==> src/rtl/elevator_call_scheduler_if.sv <==
// Bundle of call-panel, car-core and scheduler output signals for the
// elevator call scheduler. The panel/core side drives through master and
// the scheduler sits on slave.
interface elevator_call_scheduler_if #(
  parameter int NUM_FLOORS = 10
);
  logic                  call_valid;
  logic [3:0]            call_floor;
  logic [3:0]            car_floor;
  logic                  car_arrived;
  logic                  emer_stop;
  logic                  peak_hour;
  logic [3:0]            target_floor;
  logic                  target_valid;
  logic                  dir_up;
  logic                  dir_down;
  logic                  door_open_req;
  logic [NUM_FLOORS-1:0] pending;
  logic                  call_err;

  modport master (
    output call_valid, call_floor, car_floor, car_arrived, emer_stop, peak_hour,
    input  target_floor, target_valid, dir_up, dir_down, door_open_req, pending, call_err
  );

  modport slave (
    input  call_valid, call_floor, car_floor, car_arrived, emer_stop, peak_hour,
    output target_floor, target_valid, dir_up, dir_down, door_open_req, pending, call_err
  );
endinterface

==> src/rtl/elevator_call_scheduler.sv <==
// Elevator call scheduler: captures floor calls into a pending bitmap and
// feeds the car core one target at a time in collective (SCAN) order, with
// a door dwell at each stop and lobby parking during peak hour.
//
// state    | meaning
// ---------+-------------------------------------------------------------
// IDLE     | no live target; wait for calls, or start a peak-hour park move
// SELECT   | one cycle: pick the next target from the pending bitmap
// DISPATCH | target_valid high, car travelling toward target_floor
// DWELL    | doors held open for DWELL_CYCLES, reloaded by a car-floor call
// HALT     | emergency stop: doors open, no target, calls still captured
module elevator_call_scheduler #(
  parameter int NUM_FLOORS   = 10,
  parameter int DWELL_CYCLES = 8,
  parameter int PARK_FLOOR   = 0
) (
  input logic clk,
  input logic reset,
  elevator_call_scheduler_if.slave bus
);

  localparam int                CNT_W      = (DWELL_CYCLES > 1) ? $clog2(DWELL_CYCLES) : 1;
  localparam logic [CNT_W-1:0]  DWELL_LOAD = CNT_W'(DWELL_CYCLES - 1);
  localparam logic [4:0]        NF5        = 5'(NUM_FLOORS);
  localparam logic [3:0]        PARK       = 4'(PARK_FLOOR);

  typedef enum logic [2:0] {
    S_IDLE,
    S_SELECT,
    S_DISPATCH,
    S_DWELL,
    S_HALT
  } state_t;

  state_t                state_q, state_d;
  logic [3:0]            target_q, target_d;
  logic                  tvalid_q, tvalid_d;
  logic                  up_q, up_d;
  logic                  dn_q, dn_d;
  logic                  door_q, door_d;
  logic                  err_q, err_d;
  logic [CNT_W-1:0]      cnt_q, cnt_d;
  logic [NUM_FLOORS-1:0] pending_q, pending_d;

  logic                  call_ok;
  logic                  dwell_call;
  logic                  car_pend;
  logic                  above_found, below_found;
  logic [3:0]            above_floor, below_floor;
  logic [3:0]            pick;
  logic                  clr_en;
  logic [3:0]            clr_floor;
  logic [NUM_FLOORS-1:0] set_mask, clr_mask;

  assign call_ok    = bus.call_valid && ({1'b0, bus.call_floor} < NF5);
  // A call at the car's own floor while the doors are open just extends
  // the dwell; the passenger is already being served.
  assign dwell_call = call_ok && (state_q == S_DWELL) && (bus.call_floor == bus.car_floor);

  // Nearest pending floor above and below the car, and whether the car's own floor is pending.
  always_comb begin
    above_found = 1'b0;
    above_floor = 4'd0;
    below_found = 1'b0;
    below_floor = 4'd0;
    car_pend    = 1'b0;
    for (int i = NUM_FLOORS - 1; i >= 0; i--) begin
      if (pending_q[i] && (4'(i) > bus.car_floor)) begin
        above_found = 1'b1;
        above_floor = 4'(i);
      end
    end
    for (int i = 0; i < NUM_FLOORS; i++) begin
      if (pending_q[i] && (4'(i) < bus.car_floor)) begin
        below_found = 1'b1;
        below_floor = 4'(i);
      end
      if (pending_q[i] && (4'(i) == bus.car_floor)) begin
        car_pend = 1'b1;
      end
    end
  end

  // Next-state, target, direction and dwell-counter decisions.
  always_comb begin
    state_d   = state_q;
    target_d  = target_q;
    up_d      = up_q;
    dn_d      = dn_q;
    cnt_d     = cnt_q;
    clr_en    = 1'b0;
    clr_floor = target_q;
    pick      = target_q;
    err_d     = bus.call_valid && !call_ok;

    case (state_q)
      S_IDLE: begin
        if (pending_q != '0) begin
          state_d = S_SELECT;
        end else if (bus.peak_hour && (bus.car_floor != PARK)) begin
          target_d = PARK;
          up_d     = PARK > bus.car_floor;
          dn_d     = PARK < bus.car_floor;
          state_d  = S_DISPATCH;
        end else begin
          up_d = 1'b0;
          dn_d = 1'b0;
        end
      end

      S_SELECT: begin
        if (car_pend) begin
          pick = bus.car_floor;
        end else if (!dn_q) begin
          pick = above_found ? above_floor : below_floor;
        end else begin
          pick = below_found ? below_floor : above_floor;
        end
        if (!car_pend && !above_found && !below_found) begin
          state_d = S_IDLE;
        end else begin
          target_d = pick;
          up_d     = pick > bus.car_floor;
          dn_d     = pick < bus.car_floor;
          if (pick == bus.car_floor) begin
            // Serving the current floor directly; retire its bit now so the
            // next SELECT does not pick it again.
            clr_en    = 1'b1;
            clr_floor = pick;
            cnt_d     = DWELL_LOAD;
            state_d   = S_DWELL;
          end else begin
            state_d = S_DISPATCH;
          end
        end
      end

      S_DISPATCH: begin
        if (bus.car_arrived && (bus.car_floor == target_q)) begin
          clr_en    = 1'b1;
          clr_floor = target_q;
          cnt_d     = DWELL_LOAD;
          state_d   = S_DWELL;
        end else if (call_ok &&
                     ((up_q && (bus.call_floor > bus.car_floor) && (bus.call_floor < target_q)) ||
                      (dn_q && (bus.call_floor < bus.car_floor) && (bus.call_floor > target_q)))) begin
          target_d = bus.call_floor;
        end
      end

      S_DWELL: begin
        if (dwell_call) begin
          cnt_d = DWELL_LOAD;
        end else if (cnt_q == '0) begin
          state_d = S_IDLE;
        end else begin
          cnt_d = cnt_q - 1'b1;
        end
      end

      S_HALT: begin
        if (!bus.emer_stop) begin
          state_d = S_IDLE;
        end
      end

      default: begin
        state_d = S_IDLE;
      end
    endcase

    // Emergency stop freezes everything except call capture.
    if (bus.emer_stop) begin
      state_d  = S_HALT;
      target_d = target_q;
      up_d     = up_q;
      dn_d     = dn_q;
      cnt_d    = cnt_q;
      clr_en   = 1'b0;
    end
  end

  // Pending bitmap update; a set on the same bit as a clear wins.
  always_comb begin
    set_mask = '0;
    clr_mask = '0;
    for (int i = 0; i < NUM_FLOORS; i++) begin
      set_mask[i] = call_ok && !dwell_call && (bus.call_floor == 4'(i));
      clr_mask[i] = clr_en && (clr_floor == 4'(i));
    end
    pending_d = (pending_q & ~clr_mask) | set_mask;
    tvalid_d  = (state_d == S_DISPATCH);
    door_d    = (state_d == S_DWELL) || (state_d == S_HALT);
  end

  // State and registered outputs.
  always_ff @(posedge clk or negedge reset) begin
    if (!reset) begin
      state_q   <= S_IDLE;
      target_q  <= 4'd0;
      tvalid_q  <= 1'b0;
      up_q      <= 1'b0;
      dn_q      <= 1'b0;
      door_q    <= 1'b0;
      err_q     <= 1'b0;
      cnt_q     <= '0;
      pending_q <= '0;
    end else begin
      state_q   <= state_d;
      target_q  <= target_d;
      tvalid_q  <= tvalid_d;
      up_q      <= up_d;
      dn_q      <= dn_d;
      door_q    <= door_d;
      err_q     <= err_d;
      cnt_q     <= cnt_d;
      pending_q <= pending_d;
    end
  end

  assign bus.target_floor  = target_q;
  assign bus.target_valid  = tvalid_q;
  assign bus.dir_up        = up_q;
  assign bus.dir_down      = dn_q;
  assign bus.door_open_req = door_q;
  assign bus.pending       = pending_q;
  assign bus.call_err      = err_q;

endmodule
==> src/flat_wrapper.sv <==
// flat-port wrapper written by rule: the top's interface ports become plain ports
module elevator_call_scheduler_flat 
#(
  parameter int NUM_FLOORS   = 10,
  parameter int DWELL_CYCLES = 8,
  parameter int PARK_FLOOR   = 0
)
  (clk, reset, bus_call_valid, bus_call_floor, bus_car_floor, bus_car_arrived, bus_emer_stop, bus_peak_hour, bus_target_floor, bus_target_valid, bus_dir_up, bus_dir_down, bus_door_open_req, bus_pending, bus_call_err);
  elevator_call_scheduler_if #(.NUM_FLOORS(NUM_FLOORS)) bus_i ();
  input logic clk;
  input logic reset;
  input wire logic [$bits(bus_i.call_valid)-1:0] bus_call_valid;
  input wire logic [$bits(bus_i.call_floor)-1:0] bus_call_floor;
  input wire logic [$bits(bus_i.car_floor)-1:0] bus_car_floor;
  input wire logic [$bits(bus_i.car_arrived)-1:0] bus_car_arrived;
  input wire logic [$bits(bus_i.emer_stop)-1:0] bus_emer_stop;
  input wire logic [$bits(bus_i.peak_hour)-1:0] bus_peak_hour;
  output wire logic [$bits(bus_i.target_floor)-1:0] bus_target_floor;
  output wire logic [$bits(bus_i.target_valid)-1:0] bus_target_valid;
  output wire logic [$bits(bus_i.dir_up)-1:0] bus_dir_up;
  output wire logic [$bits(bus_i.dir_down)-1:0] bus_dir_down;
  output wire logic [$bits(bus_i.door_open_req)-1:0] bus_door_open_req;
  output wire logic [$bits(bus_i.pending)-1:0] bus_pending;
  output wire logic [$bits(bus_i.call_err)-1:0] bus_call_err;
  assign bus_i.call_valid = bus_call_valid;
  assign bus_i.call_floor = bus_call_floor;
  assign bus_i.car_floor = bus_car_floor;
  assign bus_i.car_arrived = bus_car_arrived;
  assign bus_i.emer_stop = bus_emer_stop;
  assign bus_i.peak_hour = bus_peak_hour;
  assign bus_target_floor = bus_i.target_floor;
  assign bus_target_valid = bus_i.target_valid;
  assign bus_dir_up = bus_i.dir_up;
  assign bus_dir_down = bus_i.dir_down;
  assign bus_door_open_req = bus_i.door_open_req;
  assign bus_pending = bus_i.pending;
  assign bus_call_err = bus_i.call_err;
  elevator_call_scheduler #(.NUM_FLOORS(NUM_FLOORS), .DWELL_CYCLES(DWELL_CYCLES), .PARK_FLOOR(PARK_FLOOR)) u_core (.clk(clk), .reset(reset), .bus(bus_i));
endmodule
==> config.mk <==
export PLATFORM = sky130hd
export DESIGN_NAME = elevator_call_scheduler_flat
export DESIGN_NICKNAME = d
export VERILOG_FILES = /design/src/rtl/elevator_call_scheduler_if.sv /design/src/rtl/elevator_call_scheduler.sv /design/src/flat_wrapper.sv
export SDC_FILE = /design/constraint.sdc
export NUM_CORES = 1
export LEC_CHECK = 0
export ABC_AREA = 0
export BUFFER_PORTS_ARGS = -buffer_cell sky130_fd_sc_hd__buf_2
export CAP_MARGIN = 10
export CORE_ASPECT_RATIO = 0.5
export CORE_MARGIN = 2
export CORE_UTILIZATION = 40
export DETAILED_ROUTE_END_ITERATION = 10
export PLACE_DENSITY = 0.61
export SLEW_MARGIN = 30
export SYNTH_ARGS = -nofsm -noshare
export SYNTH_HDL_FRONTEND = slang
export SYNTH_SLANG_ARGS = --single-unit
==> constraint.sdc <==
create_clock -name clk -period 4.5 [get_ports clk]
set_input_delay 1.125 -clock clk [delete_from_list [all_inputs] [get_ports clk]]
set_output_delay 1.125 -clock clk [all_outputs]
set_load 0.005 [all_outputs]
# After elaboration in Yosys (flattened, before gate mapping)
# Index checks and enable logic that the tools add are counted.
word_totals:
  register_bits: 25
  input_bits: 14
classes:
  addsub: 1
  n_lt_le_gt_ge: 27
  eq_ne: 44
  n_mux: 91
  bitwise: 4
  reduce_logical: 84
ops:
  columns: ["cell", "count"]
  rows:
  - ["4-bit 2-to-1 mux", 25]
  - ["1-bit logical AND", 64]
  - ["3-bit 2-to-1 mux", 16]
  - ["1-bit 2-to-1 mux", 42]
  - ["4-bit by 3-bit == test with 1-bit output, second input constant", 8]
  - ["3-bit by 4-bit == test with 1-bit output, first input constant", 4]
  - ["4-bit by 2-bit == test with 1-bit output, second input constant", 4]
  - ["4-bit == test, second input constant", 4]
  - ["3-bit by 4-bit > comparator with 1-bit output, first input constant", 4]
  - ["3-bit by 4-bit < comparator with 1-bit output, first input constant", 4]
  - ["3-bit by 2-bit == test with 1-bit output, second input constant", 4]
  - ["4-bit == test", 3]
  - ["4-bit > comparator", 3]
  - ["4-bit logical NOT", 3]
  - ["4-bit < comparator", 3]
  - ["3-bit case mux with 4 select lines", 1]
  - ["4-bit case mux with 3 select lines", 1]
  - ["10-bit AND", 1]
  - ["10-bit inverter", 1]
  - ["10-bit bitwise OR", 1]
  - ["10-bit nonzero test", 1]
  - ["3-bit case mux with 3 select lines", 1]
  - ["2-bit by 4-bit == test with 1-bit output, first input constant", 2]
  - ["4-bit by 1-bit == test with 1-bit output, second input constant", 2]
  - ["27 further kinds", 49]

# Depth between registers and ports, before layout
# Gate-level depths: netlist of the first run.
depth:
  word_depth: 25
  mapped_depth: 16
  depth_no_buf: 14

# Worst setup path before layout of the first run
# No wires, ideal clock.
synth_timing:
  kind: "input -> register"
  start: "input bus_car_floor[2]"
  end: "register u_core.pending_q[7], in the netlist u_core.bus.pending[7]"
  arrival_ps: 4459
  required_time_ps: 4374
  setup_slack_ps: -85
  cell_stages: 14
  path_buffers: 1
  cell_sequence: "buf_2 nand3_1 a2111oi_1 o211a_1 a211oi_1 a2111oi_1 nor2_1 ha_1 nand4_1 nor2_1 o41ai_2 o31ai_1 a21boi_0 a311o_1"
synth_via:
  elab_chain_cells: 25
  elab_cells_between_ends: 140
synth_lines:
  columns: ["item", "line_no", "source"]
  rows:
  - ["from (decl)", "flat_wrapper.sv:14", "input wire logic [$bits(bus_i.car_floor)-1:0] bus_car_floor;"]
  - ["4-bit > comparator or 1-bit by 4-bit < comparator with 1-bit output (tied branches)", "elevator_call_scheduler.sv:68, elevator_call_scheduler.sv:74", null]
  - ["1-bit logical AND (on tied branches)", "elevator_call_scheduler.sv:68, elevator_call_scheduler.sv:74", null]
  - ["4-bit 2-to-1 mux (tied with other cells) (10 in series)", "elevator_call_scheduler.sv:68", "if (pending_q[i] && (4'(i) > bus.car_floor)) begin"]
  - ["4-bit 2-to-1 mux (on tied branches)", "elevator_call_scheduler.sv:115, elevator_call_scheduler.sv:117", null]
  - ["4-bit 2-to-1 mux", "elevator_call_scheduler.sv:114", "end else if (!dn_q) begin"]
  - ["4-bit 2-to-1 mux", "elevator_call_scheduler.sv:112", "if (car_pend) begin"]
  - ["4-bit 2-to-1 mux", "elevator_call_scheduler.sv:96", "case (state_q)"]
  - ["4-bit == test", "elevator_call_scheduler.sv:125", "if (pick == bus.car_floor) begin"]
  - ["4-bit 2-to-1 mux or 1-bit 2-to-1 mux (tied branches)", "elevator_call_scheduler.sv:125", null]
  - ["4-bit 2-to-1 mux or 1-bit 2-to-1 mux (tied branches)", "elevator_call_scheduler.sv:119", "if (!car_pend && !above_found && !below_found) begin"]
  - ["4-bit 2-to-1 mux or 1-bit case mux with 2 select lines (tied branches)", null, null]
  - ["4-bit by 3-bit == test with 1-bit output or 1-bit 2-to-1 mux (tied branches)", "elevator_call_scheduler.sv:189, elevator_call_scheduler.sv:173", null]
  - ["1-bit logical AND", "elevator_call_scheduler.sv:189", "clr_mask[i] = clr_en && (clr_floor == 4'(i));"]
  - ["10-bit inverter", "elevator_call_scheduler.sv:191", "pending_d = (pending_q & ~clr_mask) | set_mask;"]
  - ["10-bit AND", "elevator_call_scheduler.sv:191", null]
  - ["10-bit bitwise OR (*)", "elevator_call_scheduler.sv:191", null]
  - ["net u_core.pending_d[7]", "elevator_call_scheduler.sv:43", "logic [NUM_FLOORS-1:0] pending_q, pending_d;"]
  - ["to (signal assigned)", "elevator_call_scheduler.sv:217", "pending_q <= pending_d;"]
  - ["to (decl)", "elevator_call_scheduler.sv:43", null]
# The timed path passes the listed nets; every way through them passes the cells marked *. The select of a mux whose other input is x is not followed.
# A chain may end at the register's enable or synchronous reset.

# Worst setup path after layout of the first run
layout_timing:
  start: "input bus_car_floor[2]"
  end: "register u_core.pending_q[2], in the netlist u_core.bus.pending[2]"
layout_via:
  elab_chain_cells: 25
  elab_cells_between_ends: 140
layout_lines:
  columns: ["item", "line_no"]
  rows:
  - ["4-bit > comparator or 1-bit by 4-bit < comparator with 1-bit output (tied branches)", "elevator_call_scheduler.sv:68, elevator_call_scheduler.sv:74"]
  - ["1-bit logical AND (on tied branches)", "elevator_call_scheduler.sv:68, elevator_call_scheduler.sv:74"]
  - ["4-bit 2-to-1 mux (tied with other cells) (10 in series)", "elevator_call_scheduler.sv:68"]
  - ["4-bit 2-to-1 mux (on tied branches)", "elevator_call_scheduler.sv:115, elevator_call_scheduler.sv:117"]
  - ["4-bit 2-to-1 mux", "elevator_call_scheduler.sv:114"]
  - ["4-bit 2-to-1 mux", "elevator_call_scheduler.sv:112"]
  - ["4-bit 2-to-1 mux", "elevator_call_scheduler.sv:96"]
  - ["4-bit == test", "elevator_call_scheduler.sv:125"]
  - ["4-bit 2-to-1 mux or 1-bit 2-to-1 mux (tied branches)", "elevator_call_scheduler.sv:125"]
  - ["4-bit 2-to-1 mux or 1-bit 2-to-1 mux (tied branches)", "elevator_call_scheduler.sv:119"]
  - ["4-bit 2-to-1 mux or 1-bit case mux with 2 select lines (tied branches)", null]
  - ["4-bit by 2-bit == test with 1-bit output or 1-bit 2-to-1 mux (tied branches)", "elevator_call_scheduler.sv:189, elevator_call_scheduler.sv:173"]
  - ["1-bit logical AND", "elevator_call_scheduler.sv:189"]
  - ["10-bit inverter", "elevator_call_scheduler.sv:191"]
  - ["10-bit AND", "elevator_call_scheduler.sv:191"]
  - ["10-bit bitwise OR (*)", "elevator_call_scheduler.sv:191"]
  - ["net u_core.pending_d[2]", "elevator_call_scheduler.sv:43"]
# Marks and branches as above.

==> results of run 1 <==
-- cell usage after synthesis, drive strengths merged, types with 3 or more instances --
library cell	instances
o31a	4
o21a	4
a211o	5
o22ai	4
inv	15
and3	7
nor2b	9
a311o	3
and2	8
a21o	4
o41ai	3
o211ai	4
a31oi	6
nor4	4
nand2b	9
a21boi	3
clkbuf	13
o21ai	19
xor2	3
nor2	22
ha	14
a21oi	10
a211oi	3
nand2	20
a22o	5
buf	6
nand3	3
o31ai	5
mux2i	8
dfrtp	25
nor3	10
nand4	7
mux2	6
-- power groups by stage --
stage	combinational, mW	sequential, mW	clock, mW
floorplan	0.198	0.274	0
global placement	0.297	0.300	0
detailed placement	0.307	0.301	0
CTS	0.310	0.297	0.205
global route	0.368	0.303	0.212
finish	0.332	0.299	0.202
-- placed cells by master (no fill, tap or decap), types with 5 or more instances in the layout --
master / synthesis / final
mux2i_1: 8 / 8
buf_2: 2 / 30
nor3_1: 10 / 9
mux2_2: 6 / 6
nand4_1: 7 / 7
a22o_1: 5 / 5
and2_1: 5 / 5
buf_4: 2 / 45
nand2_1: 20 / 20
a31oi_1: 6 / 6
o21ai_0: 19 / 18
ha_1: 14 / 14
and3_1: 7 / 7
a21oi_1: 10 / 9
nor2_1: 22 / 20
nor2b_1: 9 / 9
nand2b_1: 9 / 9
inv_1: 15 / 15
a211o_1: 5 / 5
dfrtp_1: 25 / 25
-- cell type report --
cell class | count | area, um^2
fill | 613 | 2830
multi-input combinational | 250 | 1900
sequential | 25 | 626
timing repair buffer | 77 | 503
tap | 88 | 110
clock buffer | 3 | 75.1
inverter | 15 | 56.3
clock inverter | 1 | 5.00
-- repair_timing --
item	4_1_cts	5_1_grt
resized for setup	0	25
hold endpoints to repair	0	0
buffers inserted	0	0
setup endpoints to repair	0	13
-- routing by layer --
layer,vias up,GRT usage [%],part of all wire (%)
met5,-,0,0
met4,0,5.88,0.99
met3,11,4.70,6.8
met2,108,41.2,45
met1,1365,35.9,47
li1,1309,-,-
-- flip-flops by register name (all words and copies together), names as in the netlist --
signal	flops
u_core.bus.door_open_req	1
u_core.bus.target_valid	1
u_core.state_q	3
u_core.bus.dir_down	1
u_core.bus.dir_up	1
u_core.bus.target_floor	4
u_core.bus.pending	10
u_core.cnt_q	3
u_core.bus.call_err	1
-- kinds of logic after synthesis --
family          Yosys count
simple gates            109
compound gates          108
buf+inv                  34
flops                    25
mux                      14
fa+ha+maj                14
xor+xnor                  5
-- per-stage QoR --
stage	TNS (ns)	utilization [%]	setup slack (ns)	hold WS, ns	instance area, um^2
final	0	53.6	0.173	0.471	3270
after CTS	0	51.7	0.0159	0.471	3160
after floorplan	0	-	0.0144	0.441	2550
after global routing	-0.0624	53.6	-0.0239	0.505	3270
after detailed placement	-1.31	50.4	-0.224	0.462	3080
after global placement	-0.807	50.4	-0.143	0.458	3080
-- how the worst min path moves through the flow --
stage / slack [ns] / cells past startpoint / to
finish: 0.47 / 1 / u_core.cnt_q[0]$_DFFE_PN0P_
detailed placement: 0.46 / 1 / u_core.cnt_q[0]$_DFFE_PN0P_
CTS: 0.47 / 1 / u_core.cnt_q[0]$_DFFE_PN0P_
global placement: 0.46 / 1 / u_core.cnt_q[0]$_DFFE_PN0P_
global route: 0.51 / 1 / u_core.cnt_q[2]$_DFFE_PN0P_
floorplan: 0.44 / 1 / u_core.cnt_q[0]$_DFFE_PN0P_
-- critical path, stage by stage --
cell	delay [ns]
clkbuf_4	0.17
o21ba_1	0.20
a2111oi_2	0.30
buf_4	0.18
o211a_1	0.16
a211oi_1	0.11
a2111oi_4	0.42
nor2_2	0.10
ha_1	0.30
nand4_1	0.12
nor2_2	0.18
o41a_1	0.21
nand2_1	0.06
a211o_1	0.32
a211o_1	0.30
a32o_1	0.20
==> out/qor.csv, run 1 <==
stage,metric,value,unit
logic_synthesis,post-synthesis mux area share,5.81,%
logic_synthesis,Post-Syn Nets,337,
drt,Via Count,2793,
critical_path,Reg2Reg Depth,15,
cts,# hold bufs at CTS,0,
power,Power Dens Cells,255,nW/um^2
logic_synthesis,top_reg_cell synth,dfrtp_1,
timing,slew margin rel.,57.0,%
logic_synthesis,synthesized flop and latch total,25,
floorplanning,Top Ports,33,
logic_synthesis,xor/xnor share of the synthesized area,1.72,%
floorplanning,core area,6110,um^2
run_status,status,"complete, no violations",
drt,DR iter-0 viols,200,
drt,DR vias/cell,6.08,
logic_synthesis,Synth Area in Simple Gates,23.1,%
worst_hold_path,min-delay src,u_core.cnt_q[0]$_DFFE_PN0P_,
grt,pin count of the biggest net entering global routing,26,
layout,NumNets Final,400,
floorplanning,Initial Util,41.6,%
cts,root buffer cell,clkbuf_16,
power,switching part of the total,36.4,%
power,total power,0.833,mW
cts,TritonCTS clock tree,built,
critical_path,worst r2r dst,u_core.bus.pending[2]$_DFF_PN0_,
logic_synthesis,top cell type's share of synthesized area,24.6,%
timing,endpoints failing setup,0,
layout,layout cells sized above 1,30.7,%
placement,IO buf count,32,
timing,Max Freq,0.231,GHz
logic_synthesis,average size of a mapped cell,8.22,um^2
power,Sw Pwr,0.303,mW
timing,Tightest Pin Transition,0.636,ns
floorplanning,DIE AREA,7040,um^2
worst_hold_path,Hold/Removal Path Class,reg -> reg,
cts,"Clk Latency, worst-skew pair",0.26,ns
logic_synthesis,largest family of logic cells by synthesized area,compound AO/OA/AOI/OAI gates,
power,Logic pwr share,39.8,%
cts,H-tree level count,1,
timing,Setup Skew,0.00805,ns
run,Max Cap Viol,0,
drt,# DRC,0,
critical_path,crit-path max FO,9,
grt,remaining global-route overflow,0,
placement,Post-DP HPWL,6520,um
power,Max VDD drop,186,uV
grt,global-route wire length before repair,13800,um
cts,cts bufs inserted,3,
grt,vias in the first global route,2738,
drt,routed length per instance,18.5,um
power,Lkg Pwr,1.40,nW
power,clock power share,24.3,%
timing,final hold violation count,0,
logic_synthesis,async set-reset flop share out of synthesis,100,%
grt,initial antenna violation count,0,
placement,placed cell count,455,
drt,drt first pass iters,5,
logic_synthesis,synth warn,0,
drt,post-route ant nets,0,
logic_synthesis,Yosys top cell by area,dfrtp_1,
cts,clock buffer depth,2,
logic_synthesis,sequential fraction of the synthesis area,24.6,%
critical_path,CP Launch Type,primary input,
layout,Layout area overhead,28.8,%
critical_path,Critical Path AT,4.47,ns
logic_synthesis,Post-Synth Adder-Cell Area,6.90,%
critical_path,Worst Setup EP,u_core.bus.pending[2]$_DFF_PN0_,
power,Int Pwr,0.530,mW
layout,Finished Layout Cells,459,
logic_synthesis,Post-synth EDFFs,0,
logic_synthesis,Yosys cell types,62,
critical_path,CP endpoint kind,flop,
logic_synthesis,Synth Area in Compound Gates,32.5,%
logic_synthesis,synthesized area,2540,um^2
placement,gpl congestion,0.931,
layout,diode count,0,
power,Seq pwr share,35.9,%
floorplanning,FP Rows,20,
floorplanning,die height,60.3,um
critical_path,Worst Path Required,4.65,ns
floorplanning,die width,117,um
cts,clock-pin slew on the worst setup and hold paths,0.07,ns
timing,Max Slew Vio Count,0,
timing,Tmin final,4.33,ns
cts,clock sink count,25,
grt,gr usage total,25.4,%
critical_path,FF-to-FF setup slack,0.61,ns
critical_path,crit path kind,in -> reg,
logic_synthesis,top post-synthesis cells by area,"dfrtp_1 (25%), ha_1 (6.9%), o21ai_0 (3.7%)",
critical_path,worst reg2reg startpoint,u_core.bus.pending[5]$_DFF_PN0_,
critical_path,Worst setup startpoint,bus_car_floor[2],
drt,routed wire length,8490,um
logic_synthesis,Post-Syn Instances,309,
timing,Final period util,96.2,%
(Power assumes the default switching activity.)
==> inputs of run 2 (changes only) <==
Settings changed: MAX_ROUTING_LAYER from default to met4.
==> run 2 against run 1 <==
  * Clock power about the same
  * Hold slack better by 0.0094 ns
  * Maximum frequency grew 0.52%
  * Clock skew shrank 0.0057 ns
  * Critical path type unchanged
  * Critical endpoint unchanged
  * Highest routed layer unchanged
==> out/qor.csv, run 2 (same netlist as run 1, synthesis figures left out) <==
stage,metric,value,unit,change
cts,clock buffer depth,2,,unchanged
drt,# DRC,0,,unchanged
timing,Min Hold Slack,0.481,ns,was 0.471 ns
cts,TritonCTS clock tree,built,,unchanged
cts,clock-pin slew on the worst setup and hold paths,0.06,ns,was 0.07 ns
cts,"Clk Latency, worst-skew pair",0.26,ns,about the same
cts,clock sink count,25,,unchanged
timing,slew margin rel.,54.7,%,was 57.0%
cts,cts bufs inserted,3,,unchanged
floorplanning,Top Ports,33,,unchanged
timing,Max Freq,0.232,GHz,was 0.231 GHz
timing,Final period util,95.6,%,was 96.2%
drt,routed wire length,8240,um,was 8490 um
timing,Tightest Pin Transition,0.673,ns,was 0.636 ns
critical_path,crit-path cells,buf_2 -> buf_6 -> o22ai_1 -> a21oi_2 -> a31oi_1 -> o21bai_1 -> a2111oi_2 -> nor2_1 -> ha_1 -> nand4_1 -> nor2_2 -> o41a_1 -> nand2_1 -> a211o_1 -> a211o_1 -> a32o_1,,was clkbuf_4 -> o21ba_1 -> a2111oi_2 -> buf_4 -> o211a_1 -> a211oi_1 -> a2111oi_4 -> nor2_2 -> ha_1 -> nand4_1 -> nor2_2 -> o41a_1 -> nand2_1 -> a211o_1 -> a211o_1 -> a32o_1
layout,area occupied by multi-input gates,1850,um^2,was 1900 um^2
critical_path,crit-path max FO,10,,was 9
floorplanning,Initial Util,41.6,%,unchanged
layout,Layout area overhead,25.9,%,was 28.8%
grt,global-route wire length before repair,13300,um,was 13800 um
grt,pin count of the biggest net entering global routing,26,,unchanged
floorplanning,die width,117,um,unchanged
timing,endpoints failing setup,0,,unchanged
critical_path,"most used cell, CP",a211o_1,,
layout,most frequent cells in the layout,"buf_4 (40), buf_2 (31), dfrtp_1 (25), nor2_1 (21), nand2_1 (20)",,"was buf_4 (45), buf_2 (30), dfrtp_1 (25), nor2_1 (20), nand2_1 (20)"
floorplanning,core area,6110,um^2,unchanged
layout,"commonest non-fill, non-tap cell in the layout",buf_4,,unchanged
grt,remaining global-route overflow,0,,unchanged
critical_path,crit path kind,in -> reg,,unchanged
floorplanning,FP Rows,20,,unchanged
layout,NumNets Final,396,,was 400
power,Lkg Pwr,1.38,nW,was 1.40 nW
timing,Max Slew Vio Count,0,,unchanged
layout,max FFs per register,10,,unchanged
placement,Post-DP HPWL,6470,um,was 6520 um
grt,gr usage total,25.3,%,was 25.4%
critical_path,Worst Path Required,4.65,ns,about the same
drt,post-route ant nets,0,,unchanged
critical_path,CP Launch Type,primary input,,unchanged
critical_path,number of cells on the critical path,16,,unchanged
layout,Finished Cell Area,3200,um^2,was 3270 um^2
drt,Via Count,2790,,was 2793
timing,final hold violation count,0,,unchanged
cts,root buffer cell,clkbuf_16,,unchanged
layout,diode count,0,,unchanged
layout,Layout fillers,609,,was 613
critical_path,Reg2Reg Depth,15,,unchanged
layout,layout cells sized above 1,28.1,%,was 30.7%
floorplanning,DIE AREA,7040,um^2,unchanged
critical_path,Worst Path Buf+Inv,2,,unchanged
run,Max Cap Viol,0,,unchanged
grt,vias in the first global route,2672,,was 2738
critical_path,Critical Path AT,4.45,ns,was 4.47 ns
timing,Setup Skew,0.00230,ns,was 0.00805 ns
drt,DR iter-0 viols,153,,was 200
drt,DR vias/cell,6.13,,was 6.08
cts,# hold bufs at CTS,0,,unchanged
floorplanning,die height,60.3,um,unchanged
placement,gpl congestion,0.949,,was 0.931
placement,IO buf count,32,,unchanged
layout,Reg area,626,um^2,unchanged
timing,Tmin final,4.30,ns,was 4.33 ns
cts,H-tree level count,1,,unchanged
run_status,status,"complete, no violations",,unchanged
drt,drt first pass iters,4,,was 5
worst_hold_path,Hold Crit Depth,1,,unchanged
grt,initial antenna violation count,0,,unchanged
drt,routed length per instance,18.1,um,was 18.5 um
power,Power Dens Cells,257,nW/um^2,was 255 nW/um^2
power,total power,0.820,mW,was 0.833 mW
critical_path,CP endpoint kind,flop,,unchanged
worst_hold_path,Hold/Removal Path Class,reg -> reg,,unchanged
timing,TNS Setup,0,ns,unchanged
critical_path,critical path's top delay family,compound AO/OA/AOI/OAI gates,,unchanged
power,Max VDD drop,132,uV,was 186 uV
critical_path,"slowest stage cell, crit path",a2111oi_2,,was a2111oi_4
critical_path,peak per-stage delay on the critical path,0.41,ns,was 0.42 ns
placement,dpl cell area,3050,um^2,was 3080 um^2
-- run 2: cell type report --
class | instances | area share (%)
clock buffers | 4 | 2.47
inverters | 15 | 1.76
multi-input cells | 250 | 57.9
flip-flops and latches | 25 | 19.6
well taps | 88 | 3.44
repair buffers | 73 | 14.8
-- run 2: worst paths after layout --
kind / start / endpoint / slack, ns
min in group asynchronous: reset / u_core.cnt_q[1]$_DFFE_PN0P_ / 0.86
worst min register to register: u_core.cnt_q[0]$_DFFE_PN0P_ / u_core.cnt_q[0]$_DFFE_PN0P_ / 0.48
worst max-delay path: bus_car_floor[1] / u_core.bus.pending[2]$_DFF_PN0_ / 0.20
worst max register to register: u_core.bus.pending[5]$_DFF_PN0_ / u_core.bus.pending[2]$_DFF_PN0_ / 0.65
worst min-delay path: u_core.cnt_q[0]$_DFFE_PN0P_ / u_core.cnt_q[0]$_DFFE_PN0P_ / 0.48
max in group asynchronous: reset / u_core.bus.pending[7]$_DFF_PN0_ / 3.25
-- run 2: per-layer routing --
metal,share of wire [%],routed length (um),track usage [%],up-vias
met3,7.7,638,3.10,10
met4,0.75,62,3.70,0
met5,0,0,-,-
li1,-,-,-,1301
met1,46,3780,34.5,1361
met2,46,3760,41.8,118
-- run 2: per-stage QoR --
step | cells | utilization (%) | worst slack, ns
after global routing | 455 | 52.4 | -0.0133
after global placement | 451 | 49.9 | -0.138
final | 455 | 52.4 | 0.196
after floorplan | 309 | - | 0.0144
after detailed placement | 451 | 49.9 | -0.223
after CTS | 455 | 51.2 | 0.0119
-- run 2: report_power, final --
part	total, mW	switching [mW]	internal, mW
Combinational	0.320	0.165	0.155
Sequential	0.299	0.0484	0.250
Clock	0.201	0.0798	0.121
Total	0.820	0.293	0.527
-- run 2: what timing repair did --
action / CTS / global route
setup buffers: 0 / 0
endpoints found under the setup margin: 0 / 14
gates resized for setup: 0 / 15
==> inputs of run 3 (changes only) <==
==> constraint.sdc (replaced) <==
create_clock -name clk -period 4.5 [get_ports clk]
set_input_delay 1.35 -clock clk [delete_from_list [all_inputs] [get_ports clk]]
set_output_delay 1.35 -clock clk [all_outputs]
set_load 0.005 [all_outputs]
==> run 3 against run 2 <==
  * The flow now finishes with violations (negative setup slack)
  * Hold slack improved by 0.0078 ns
  * Sequential cell count unchanged
  * Largest cell class unchanged
  * Die area unchanged
  * Combinational power increased by 17%
  * Core utilization increased by 6.2 points
  * Register-to-register slack got worse by 0.06 ns
  * Clock-buffer cell count decreased by 1
  * Sequential power about the same
  * Worst setup slack got worse by 0.22 ns
==> out/qor.csv, run 3 (same netlist as run 1, synthesis figures left out) <==
stage,metric,value,unit,change
placement,IO buf count,32,,unchanged
grt,M1 GR Usage,36.7,%,was 34.5%
floorplanning,DIE AREA,7040,um^2,unchanged
cts,cts bufs inserted,3,,unchanged
power,switching part of the total,36.7,%,was 35.7%
timing,Final period util,100,%,was 95.6%
grt,global-route wire length before repair,14500,um,was 13300 um
critical_path,crit-path max FO,6,,was 10
cts,# hold bufs at CTS,0,,unchanged
critical_path,crit-path cells,buf_12 -> buf_6 -> nor4_4 -> nand2_1 -> o211a_1 -> and3_4 -> a2111oi_4 -> nor2_2 -> ha_1 -> nand4_1 -> nor2_2 -> o41a_1 -> nand2_1 -> a211o_1 -> a211o_1 -> a32o_1,,was buf_2 -> buf_6 -> o22ai_1 -> a21oi_2 -> a31oi_1 -> o21bai_1 -> a2111oi_2 -> nor2_1 -> ha_1 -> nand4_1 -> nor2_2 -> o41a_1 -> nand2_1 -> a211o_1 -> a211o_1 -> a32o_1
layout,Layout fillers,560,,was 609
drt,DR vias/cell,6.18,,was 6.13
layout,most frequent cells in the layout,"buf_4 (64), buf_2 (28), dfrtp_1 (25), nor2_1 (20), nand2_1 (20)",,"was buf_4 (40), buf_2 (31), dfrtp_1 (25), nor2_1 (21), nand2_1 (20)"
layout,NumNets Final,425,,was 396
critical_path,"slowest stage cell, crit path",a2111oi_4,,was a2111oi_2
placement,Post-DP HPWL,6830,um,was 6470 um
drt,drt first pass iters,5,,was 4
layout,max FFs per register,10,,unchanged
timing,final hold violation count,0,,unchanged
power,Logic pwr share,42.3,%,was 39.0%
drt,post-route ant nets,0,,unchanged
critical_path,Critical Path AT,4.66,ns,was 4.45 ns
critical_path,CP endpoint kind,flop,,unchanged
critical_path,Worst Path Required,4.64,ns,was 4.65 ns
run,Max Cap Viol,0,,unchanged
drt,routed length per instance,19.2,um,was 18.1 um
drt,# DRC,0,,unchanged
placement,DP Worst Slack,-0.395,ns,was -0.223 ns
cts,TritonCTS clock tree,built,,unchanged
timing,endpoints failing setup,2,,was 0
timing,Setup Skew,0.00691,ns,was 0.00230 ns
grt,remaining global-route overflow,0,,unchanged
floorplanning,Initial Util,41.6,%,unchanged
floorplanning,core area,6110,um^2,unchanged
timing,Tmin final,4.52,ns,was 4.30 ns
layout,post-layout util,58.6,%,was 52.4%
timing,Max Slew Vio Count,0,,unchanged
timing,Tightest Pin Transition,0.633,ns,was 0.673 ns
timing,min setup slack post-route,-0.0202,ns,was 0.196 ns
cts,root buffer cell,clkbuf_16,,unchanged
grt,vias in the first global route,2871,,was 2672
critical_path,Worst Path Buf+Inv,2,,unchanged
layout,diode count,0,,unchanged
grt,layer with the highest usage,met2,,unchanged
critical_path,critical path's top delay family,compound AO/OA/AOI/OAI gates,,unchanged
drt,Via Count,2993,,was 2790
power,Max VDD drop,188,uV,was 132 uV
power,Lkg Pwr,1.56,nW,was 1.38 nW
grt,pin count of the biggest net entering global routing,26,,unchanged
worst_hold_path,Hold/Removal Path Class,reg -> reg,,unchanged
power,clock power share,23.6,%,was 24.5%
grt,M3 GR Usage,4.40,%,was 3.10%
floorplanning,die height,60.3,um,unchanged
run_status,status,finished with violations,,"was complete, no violations"
cts,clock-pin slew on the worst setup and hold paths,0.07,ns,was 0.06 ns
critical_path,CP Launch Type,primary input,,unchanged
floorplanning,Top Ports,33,,unchanged
placement,gpl congestion,0.988,,was 0.949
critical_path,peak per-stage delay on the critical path,0.36,ns,was 0.41 ns
drt,DR iter-0 viols,313,,was 153
grt,gr usage total,27.6,%,was 25.3%
cts,H-tree level count,1,,unchanged
power,Sw Pwr,0.324,mW,was 0.293 mW
drt,routed wire length,9300,um,was 8240 um
critical_path,crit path kind,in -> reg,,unchanged
power,Seq pwr share,34.2,%,was 36.4%
timing,RSZ-0062 raised after global routing,true,,
timing,Max Freq,0.221,GHz,was 0.232 GHz
floorplanning,die width,117,um,unchanged
timing,slew margin rel.,57.5,%,was 54.7%
timing,TNS Setup,-0.0388,ns,was 0 ns
layout,"commonest non-fill, non-tap cell in the layout",buf_4,,unchanged
power,Int Pwr,0.559,mW,was 0.527 mW
layout,layout cells sized above 1,36.1,%,was 28.1%
power,Power Dens Cells,247,nW/um^2,was 257 nW/um^2
run_status,violated checks,negative setup slack,,
floorplanning,FP Rows,20,,unchanged
layout,Layout area overhead,40.8,%,was 25.9%
cts,"Clk Latency, worst-skew pair",0.26,ns,about the same
grt,initial antenna violation count,0,,unchanged
cts,clock buffer depth,2,,unchanged
cts,clock sink count,25,,unchanged
grt,met2 usage,44.9,%,was 41.8%
run 3: timing repair:
| item | CTS | global route |
|---|---|---|
| pin swaps | 6 | 16 |
| setup buffers | 4 | 3 |
| resized for setup | 10 | 27 |
| gates cloned | 0 | 1 |
| endpoints found under the setup margin | 9 | 13 |
run 3: layer usage:
layer / vias up / wire [um]
met4: 0 / 114
met2: 158 / 4270
li1: 1362 / -
met1: 1459 / 4130
met5: - / 0
met3: 14 / 776
run 3: layout make-up:
class	instances	area [um^2]	area share [%]
multi-input combinational	250	1930	53.9
clock buffer	3	75.1	2.10
inverter	15	56.3	1.57
timing repair buffer	102	773	21.6
clock inverter	1	7.51	0.210
sequential	25	626	17.5
tap	88	110	3.08
run 3: per-stage QoR:
| stage | cell area, um^2 | instances | hold WS (ns) | power, mW |
|---|---|---|---|---|
| 3_5_place_dp | 3290 | 472 | 0.475 | 0.640 |
| 2_1_floorplan | 2620 | 309 | 0.441 | 0.481 |
| 6_report | 3580 | 484 | 0.488 | 0.883 |
| 3_3_place_gp | 3290 | 472 | 0.454 | 0.627 |
| 4_1_cts | 3450 | 480 | 0.485 | 0.857 |
| 5_1_grt | 3580 | 484 | 0.503 | 0.926 |
run 3: path summary, 6_finish.rpt:
| path | from | endpoint | slack, ns | cells past startpoint |
|---|---|---|---|---|
| worst max-delay path | bus_car_floor[1] | u_core.bus.pending[2]$_DFF_PN0_ | -0.02 | 16 |
| worst max register to register | u_core.bus.pending[6]$_DFF_PN0_ | u_core.bus.pending[2]$_DFF_PN0_ | 0.59 | 15 |
| min in group asynchronous | reset | u_core.bus.pending[3]$_DFF_PN0_ | 1.09 | 1 |
| worst min register to register | u_core.cnt_q[0]$_DFFE_PN0P_ | u_core.cnt_q[0]$_DFFE_PN0P_ | 0.49 | 1 |
| worst min-delay path | u_core.cnt_q[0]$_DFFE_PN0P_ | u_core.cnt_q[0]$_DFFE_PN0P_ | 0.49 | 1 |
| max in group asynchronous | reset | u_core.bus.pending[7]$_DFF_PN0_ | 3.03 | 1 |
run 3: power by group through the flow:
| stage | clock network (mW) | registers (mW) | logic [mW] |
|---|---|---|---|
| 2_1_floorplan | 0 | 0.274 | 0.207 |
| 3_3_place_gp | 0 | 0.301 | 0.325 |
| 3_5_place_dp | 0 | 0.303 | 0.336 |
| 4_1_cts | 0.209 | 0.299 | 0.349 |
| 5_1_grt | 0.215 | 0.304 | 0.406 |
| 6_report | 0.208 | 0.302 | 0.373 |
run 3: worst reg2reg max path: stages, from the launching register on:
cell       delay [ns]
dfrtp_1          0.60
a21boi_2         0.31
a2111oi_4        0.06
buf_4            0.17
o211a_1          0.24
and3_4           0.20
a2111oi_4        0.36
nor2_2           0.09
ha_1             0.30
nand4_1          0.15
nor2_2           0.21
o41a_1           0.21
nand2_1          0.06
a211o_1          0.33
a211o_1          0.27
a32o_1           0.22
